--- src/rtl/video_timing_pkg.sv ---
// Shared types and constants for the raster timing generator.
// Optional feature: colour-bar test pattern, enabled by the VTG_PATTERN_EN macro.
package video_timing_pkg;

  localparam logic [1:0] ST_IDLE  = 2'd0;
  localparam logic [1:0] ST_RUN   = 2'd1;
  localparam logic [1:0] ST_DRAIN = 2'd2;

  typedef enum logic [1:0] {
    IDLE  = ST_IDLE,
    RUN   = ST_RUN,
    DRAIN = ST_DRAIN
  } vtg_state_e;

  // 640x480 @ 60 Hz default raster
  localparam int VGA_H_ACTIVE = 640;
  localparam int VGA_H_FP     = 16;
  localparam int VGA_H_SYNC   = 96;
  localparam int VGA_H_BP     = 48;
  localparam int VGA_V_ACTIVE = 480;
  localparam int VGA_V_FP     = 10;
  localparam int VGA_V_SYNC   = 2;
  localparam int VGA_V_BP     = 33;

  // Bar colours as {R,G,B}, left to right
  localparam logic [23:0] RGB_WHITE   = 24'hFFFFFF;
  localparam logic [23:0] RGB_YELLOW  = 24'hFFFF00;
  localparam logic [23:0] RGB_CYAN    = 24'h00FFFF;
  localparam logic [23:0] RGB_GREEN   = 24'h00FF00;
  localparam logic [23:0] RGB_MAGENTA = 24'hFF00FF;
  localparam logic [23:0] RGB_RED     = 24'hFF0000;
  localparam logic [23:0] RGB_BLUE    = 24'h0000FF;
  localparam logic [23:0] RGB_BLACK   = 24'h000000;

  // Reserved for run-time resolution selection
  typedef struct packed {
    logic [11:0] h_active;
    logic [11:0] h_fp;
    logic [11:0] h_sync;
    logic [11:0] h_bp;
    logic [11:0] v_active;
    logic [11:0] v_fp;
    logic [11:0] v_sync;
    logic [11:0] v_bp;
    logic        h_pol;
    logic        v_pol;
  } vtg_timing_t;

  function automatic logic [23:0] bar_color(input logic [2:0] idx);
    case (idx)
      3'd0:    return RGB_WHITE;
      3'd1:    return RGB_YELLOW;
      3'd2:    return RGB_CYAN;
      3'd3:    return RGB_GREEN;
      3'd4:    return RGB_MAGENTA;
      3'd5:    return RGB_RED;
      3'd6:    return RGB_BLUE;
      default: return RGB_BLACK;
    endcase
  endfunction

endpackage

--- src/rtl/video_timing_gen_color_bar.sv ---
// color_bar_gen: eight vertical colour bars across the active width; the
// last bar absorbs any remainder. Only built when VTG_PATTERN_EN is defined.
`ifdef VTG_PATTERN_EN
module color_bar_gen
  import video_timing_pkg::*;
#(
  parameter int H_ACTIVE = VGA_H_ACTIVE
) (
  input  logic        clk,
  input  logic        rst,
  input  logic [11:0] hc,
  input  logic        de,
  output logic [23:0] rgb
);

  localparam int BAR_W = (H_ACTIVE / 8 > 0) ? H_ACTIVE / 8 : 1;

  logic [2:0] bar_idx;

  // Bar index by threshold compare; scanning downwards leaves the lowest match
  always_comb begin
    bar_idx = 3'd7;
    for (int b = 6; b >= 0; b--) begin
      if (int'(hc) < (b + 1) * BAR_W) bar_idx = 3'(b);
    end
  end

  // p0 -> p1: registered alongside the timing outputs so rgb lines up with de
  always_ff @(posedge clk) begin
    if (rst) rgb <= '0;
    else     rgb <= de ? bar_color(bar_idx) : '0;
  end

endmodule
`endif

--- src/rtl/video_timing_gen.sv ---
// video_timing_gen: raster counters, syncs, data-enable, coordinates and
// frame/line markers for the HDMI core. Starts and stops on frame boundaries.
// Optional feature: VTG_PATTERN_EN adds a colour-bar source on o_rgb.
module video_timing_gen
  import video_timing_pkg::*;
#(
  parameter int H_ACTIVE = VGA_H_ACTIVE,
  parameter int H_FP     = VGA_H_FP,
  parameter int H_SYNC   = VGA_H_SYNC,
  parameter int H_BP     = VGA_H_BP,
  parameter int V_ACTIVE = VGA_V_ACTIVE,
  parameter int V_FP     = VGA_V_FP,
  parameter int V_SYNC   = VGA_V_SYNC,
  parameter int V_BP     = VGA_V_BP,
  parameter int H_POL    = 0,
  parameter int V_POL    = 0
) (
  input  logic        clk,
  input  logic        rst,
  input  logic        i_en,
  output logic        o_busy,
  output logic        o_hsync,
  output logic        o_vsync,
  output logic        o_de,
  output logic [11:0] o_x,
  output logic [11:0] o_y,
  output logic        o_sof,
  output logic        o_eol,
  output logic [23:0] o_rgb
);

  localparam int H_TOTAL  = H_ACTIVE + H_FP + H_SYNC + H_BP;
  localparam int V_TOTAL  = V_ACTIVE + V_FP + V_SYNC + V_BP;
  localparam int HS_START = H_ACTIVE + H_FP;
  localparam int HS_END   = HS_START + H_SYNC;
  localparam int VS_START = V_ACTIVE + V_FP;
  localparam int VS_END   = VS_START + V_SYNC;
  localparam logic HS_ACT = (H_POL != 0);
  localparam logic VS_ACT = (V_POL != 0);

  // Counters are 12 bits wide; larger rasters cannot be represented
  if (H_TOTAL > 4096 || V_TOTAL > 4096) begin : g_bad_timing
    $error("video_timing_gen: H_TOTAL/V_TOTAL must not exceed 4096");
  end

  vtg_state_e  state_p0, state_nx;
  logic [11:0] hc_p0, vc_p0;
  logic        busy_p1;
  logic        line_end, frame_end, live;
  logic        de_nx, hs_nx, vs_nx, sof_nx, eol_nx;

  assign line_end  = (int'(hc_p0) == H_TOTAL - 1);
  assign frame_end = line_end && (int'(vc_p0) == V_TOTAL - 1);
  // Counters move only once busy has been published, giving one arming cycle
  assign live      = (state_p0 != IDLE) && busy_p1;

  assign de_nx  = live && (int'(hc_p0) < H_ACTIVE) && (int'(vc_p0) < V_ACTIVE);
  assign hs_nx  = live && (int'(hc_p0) >= HS_START) && (int'(hc_p0) < HS_END);
  assign vs_nx  = live && (int'(vc_p0) >= VS_START) && (int'(vc_p0) < VS_END);
  assign sof_nx = live && (hc_p0 == 12'd0) && (vc_p0 == 12'd0);
  assign eol_nx = live && (int'(hc_p0) == H_ACTIVE - 1) && (int'(vc_p0) < V_ACTIVE);

  // Run/stop control: a stop request is honoured only at the end of a frame
  always_comb begin
    state_nx = state_p0;
    case (state_p0)
      IDLE:    if (i_en) state_nx = RUN;
      RUN:     if (!i_en) state_nx = DRAIN;
      DRAIN: begin
        if (i_en)           state_nx = RUN;
        else if (frame_end) state_nx = IDLE;
      end
      default: state_nx = IDLE;
    endcase
  end

  // p0: state and raster counters
  always_ff @(posedge clk) begin
    if (rst) begin
      state_p0 <= IDLE;
      hc_p0    <= '0;
      vc_p0    <= '0;
    end else begin
      state_p0 <= state_nx;
      if (state_p0 == IDLE) begin
        hc_p0 <= '0;
        vc_p0 <= '0;
      end else if (busy_p1) begin
        if (line_end) begin
          hc_p0 <= '0;
          vc_p0 <= frame_end ? 12'd0 : vc_p0 + 12'd1;
        end else begin
          hc_p0 <= hc_p0 + 12'd1;
        end
      end
    end
  end

  // p0 -> p1: registered timing outputs
  always_ff @(posedge clk) begin
    if (rst) begin
      busy_p1 <= 1'b0;
      o_hsync <= ~HS_ACT;
      o_vsync <= ~VS_ACT;
      o_de    <= 1'b0;
      o_x     <= '0;
      o_y     <= '0;
      o_sof   <= 1'b0;
      o_eol   <= 1'b0;
    end else begin
      busy_p1 <= (state_p0 != IDLE);
      o_hsync <= hs_nx ? HS_ACT : ~HS_ACT;
      o_vsync <= vs_nx ? VS_ACT : ~VS_ACT;
      o_de    <= de_nx;
      o_x     <= hc_p0;
      o_y     <= vc_p0;
      o_sof   <= sof_nx;
      o_eol   <= eol_nx;
    end
  end

  assign o_busy = busy_p1;

`ifdef VTG_PATTERN_EN
  color_bar_gen #(
    .H_ACTIVE (H_ACTIVE)
  ) u_color_bar (
    .clk (clk),
    .rst (rst),
    .hc  (hc_p0),
    .de  (de_nx),
    .rgb (o_rgb)
  );
`else
  assign o_rgb = '0;
`endif

endmodule
--- config.mk ---
export PLATFORM = sky130hd
export DESIGN_NAME = video_timing_gen
export DESIGN_NICKNAME = d
export VERILOG_FILES = /design/src/rtl/video_timing_pkg.sv /design/src/rtl/video_timing_gen_color_bar.sv /design/src/rtl/video_timing_gen.sv
export SDC_FILE = /design/constraint.sdc
export NUM_CORES = 1
export LEC_CHECK = 0
export CAP_MARGIN = 20
export CORE_MARGIN = 2
export CORE_UTILIZATION = 25
export CTS_BUF_LIST = sky130_fd_sc_hd__clkbuf_8
export CTS_CLUSTER_DIAMETER = 80
export CTS_CLUSTER_SIZE = 25
export DETAILED_ROUTE_END_ITERATION = 8
export PLACE_DENSITY = 0.48
export SLEW_MARGIN = 10
export SYNTH_ARGS = -nofsm -noshare
export SYNTH_HDL_FRONTEND = slang
export SYNTH_SLANG_ARGS = --single-unit
--- constraint.sdc ---
create_clock -name clk -period 3.1 [get_ports clk]
set_input_delay 0.775 -clock clk [delete_from_list [all_inputs] [get_ports clk]]
set_output_delay 0.775 -clock clk [all_outputs]
set_load 0.1 [all_outputs]
==> qor.tcl <==
set qor(global_route_wire_length_before_repair_um) 8540
set qor(critPathArrivalTime_ns) 1.42
set qor(timing.critical_path.to_type) {primary output}
set qor(ys_warn_count) 0
set qor(clk_pin_slew_worst_paths_ns) 0.10
set qor(route.detailed.drc) 0
set qor(detail_route.vias_per_cell) 4.28
set qor(crit_fanout) 13
set qor(top_level_ports) 57
set qor(grtUsageTotal_pct) 10.3
set qor(final_hold_viol_count) 0
set qor(min_period_ns) 2.19
set qor(dominantRegCellSynth) {dfxtp_1}
set qor(result_of_the_run) {completed}
set qor(drt-initial-drc-count) 105
set qor(cts_buf_count) 5
set qor(setup-violations-final) 0
set qor(top_layer) {met4}
set qor(fin_cells) 436
set qor(wl_met3_um) 326
set qor(via_count) 1866
set qor(maxSlewHeadroom_pct) 58.4
set qor(post_cts.resized_instances) 0
set qor(die_w_um) 103
set qor(finalInstanceArea_um2) 2830
set qor(post-dp-hpwl_um) 3640
set qor(drtPass1Iterations) 4
set qor(r2r_cells) 6
set qor(rows) 36
set qor(gp_routability_congestion) 0.838
set qor(tcrit_tclk_final_pct) 70.8
set qor(fin_setup_tns_ns) 0
set qor(synth-seq-area-share_pct) 45.5
set qor(clock-skew-final_ns) 0.0109
set qor(worst_hold_path.num_cells) 1
set qor(cp.required_ns) 2.32
set qor(max_cap_viols) 0
set qor(clock_insertion_delay_worst_skew_ns) 0.31
set qor(critPathBufInv) 1
set qor(ant_nets) 0
set qor(total_stage_count_of_the_critical_path) 1
set qor(post_cts_buffers) 0
set qor(crit_type) {reg -> out}
set qor(tritoncts) {done}
set qor(regToRegStartpoint) {vc_p0[1]}
set qor(initial_core_util_pct) 25.5
set qor(post-synth-top-area-cell) {dfxtp_1}
set qor(clock_sinks) 56
set qor(maximum_number_of_pins_on_one_net_before_global_route_repair) 27
set qor(preCtsSetupSlack_ns) 0.726
set qor(grt_overflow_total) 0
set qor(fillers) 1059
set qor(irDropWorstVdd_mv) 0.196
set qor(num_antenna_cells) 0
set qor(rsz0062_at_grt) {no}
set qor(power_density_nw_per_um2) 456
set qor(cell_type_of_the_slowest_stage_on_the_worst_timing_path) {dfxtp_1}
set qor(route.detailed.wl_per_inst_um) 12.1
set qor(synthesized_area_um2) 2470
set qor(nets) 310
set qor(wl_met1_um) 2760
set qor(static-leakage-power_nw) 1.06
set qor(r2r_setup_slack_ns) 1.05
set qor(maxSlewViolCount) 0
set qor(synth-async-reset-ratio_pct) 0
set qor(synthToLayoutAreaGrowth_pct) 14.6
set qor(post_synth_num_cell_types) 46
set qor(crit_family) {flip-flops}
set qor(die_area_um2) 10700
set qor(deepest_level_of_the_cts_h_tree) 2
set qor(cp-start-kind) {flip-flop}
set qor(post-place-cells) 428
set qor(timing.rr.end) {vc_p0[4]}
set qor(cts.path.max_buffers) 2
set qor(synthCells) 277
set qor(core-area_um2) 9680
set qor(cts_root_buf) {clkbuf_8}
set qor(synth_area_leaders) {dfxtp_1 45%, buf_4 7.6%, nor2b_1 4.8%}
set qor(hold_start) {state_p0[1]}
set qor(post-synth-top-area-fraction_pct) 45.5
set qor(final_critical_path_setup_slack_ns) 0.905
set qor(worstPathCellList) {buf_4}
set qor(dpl-instance-area_um2) 2740
set qor(cts-hold-fix-buffers) 0
set qor(maxClockFrequency_ghz) 0.456
set qor(worst_pin_slew_ns) 0.623
set qor(ff_latch_count_synth) 56
set qor(report.power.total_mw) 1.29
set qor(antenna_violations_before_repair) 0
set qor(hold_end) {state_p0[0]}
set qor(detail_route.wirelength_um) 5290
set qor(min_path_type) {reg -> reg}
set qor(final_layout_size_suffix_gt1_share_pct) 15.5
set qor(synth.avg_cell_area_um2) 8.90
set qor(slowest_stage_delay_cp_ns) 0.71
set qor(synth_edf_count) 0
set qor(die_y_um) 103
set qor(via_count_of_the_first_global_routing_pass) 1636
set qor(placement.io_buffers) 32
set qor(route.met2.wl_um) 2150
[state kept, by name, indices dropped and copies added (netlist names)]
| register | cells |
|---|---|
| state_p0 | 2 |
| o_vsync | 1 |
| o_de | 1 |
| o_sof | 1 |
| o_hsync | 1 |
| o_x | 12 |
| vc_p0 | 12 |
| o_eol | 1 |
| o_busy | 1 |
| hc_p0 | 12 |
| o_y | 12 |
[Yosys cell counts (2+ instances only)]
library cell and n:
o22ai_1 2, nand2_1 23, nand4_1 9, o21ai_0 6
clkbuf_1 8, xor2_1 2, a211oi_1 2, or3_1 2
a21oi_1 11, nand3_1 12, nor2_1 25, or4_1 2
nor4_1 5, xnor2_1 9, ha_1 5, dfxtp_1 56
and4_1 5, nor2b_1 19, nor3_1 8, and2_1 2
inv_1 10, buf_2 6, buf_4 25
[routing by layer]
metal | up-vias | global-route usage [%]
li1 | 949 | -
met1 | 851 | 14.9
met2 | 62 | 15.1
met3 | 4 | 2.62
met4 | 0 | 3.34
met5 | - | 0
[worst max-delay path by stage]
stage	startpoint	slack [ns]	endpoint
2_1_floorplan	o_busy	0.92	o_hsync
3_3_place_gp	rst	0.77	o_hsync
3_5_place_dp	rst	0.73	o_hsync
4_1_cts	o_busy	0.89	o_busy
5_1_grt	o_busy	0.82	o_busy
6_report	o_busy	0.91	o_busy
[cell type report]
class | count | area (um2) | share of cell area (%)
Multi-Input combinational cell | 194 | 1140 | 40.4
Inverter | 10 | 37.5 | 1.33
Clock inverter | 3 | 21.3 | 0.753
Sequential cell | 56 | 1120 | 39.7
Timing Repair Buffer | 35 | 268 | 9.48
Clock buffer | 5 | 68.8 | 2.44
Tap cell | 133 | 166 | 5.89
[cells by family (layout without fill, tap and decap cells)]
group / count (synthesis) / count (layout) / share of synthesized area [%]
multiplexers: 1 / 1 / 0.406
flip-flops: 56 / 56 / 45.5
adder cells (fa/ha/maj): 5 / 5 / 2.54
buffers and inverters: 50 / 53 / 11.7
AND/OR/NAND/NOR: 126 / 126 / 29.4
other: 1 / 24 / 0.152
XOR/XNOR: 11 / 11 / 3.91
AO/OA/AOI/OAI: 27 / 27 / 6.44
[through the flow]
stage               hold WS (ns)  utilization, %
floorplan                  0.439               -
global placement           0.476            28.2
detailed placement         0.479            28.2
CTS                        0.502            29.2
global route               0.523            29.2
finish                     0.495            29.2
[power breakdown]
group          leakage [nW]  switching [mW]  internal (mW)
Clock                0.0445           0.237          0.161
Combinational         0.567           0.152         0.0104
Sequential            0.452         0.00506          0.722
Total                  1.06           0.395          0.893
[layout by cell type, fill, tap and decap left out, types with 2 or more instances in the layout]
| cell | instances |
|---|---|
| and2_1 | 2 |
| a21oi_1 | 11 |
| o21ai_0 | 6 |
| nor3_1 | 8 |
| nor4_1 | 5 |
| a211oi_1 | 2 |
| buf_4 | 33 |
| o22ai_1 | 2 |
| dfxtp_1 | 56 |
| nand2_1 | 23 |
| nor2_1 | 25 |
| or3_1 | 2 |
| nor2b_1 | 19 |
| and4_1 | 5 |
| or4_1 | 2 |
| xor2_1 | 2 |
| nand4_1 | 9 |
| nand3_1 | 12 |
| inv_1 | 10 |
| clkdlybuf4s50_1 | 2 |
| xnor2_1 | 9 |
| clkbuf_8 | 5 |
| conb_1 | 24 |
| ha_1 | 5 |
Note: power is estimated with default switching activity, not from simulation.
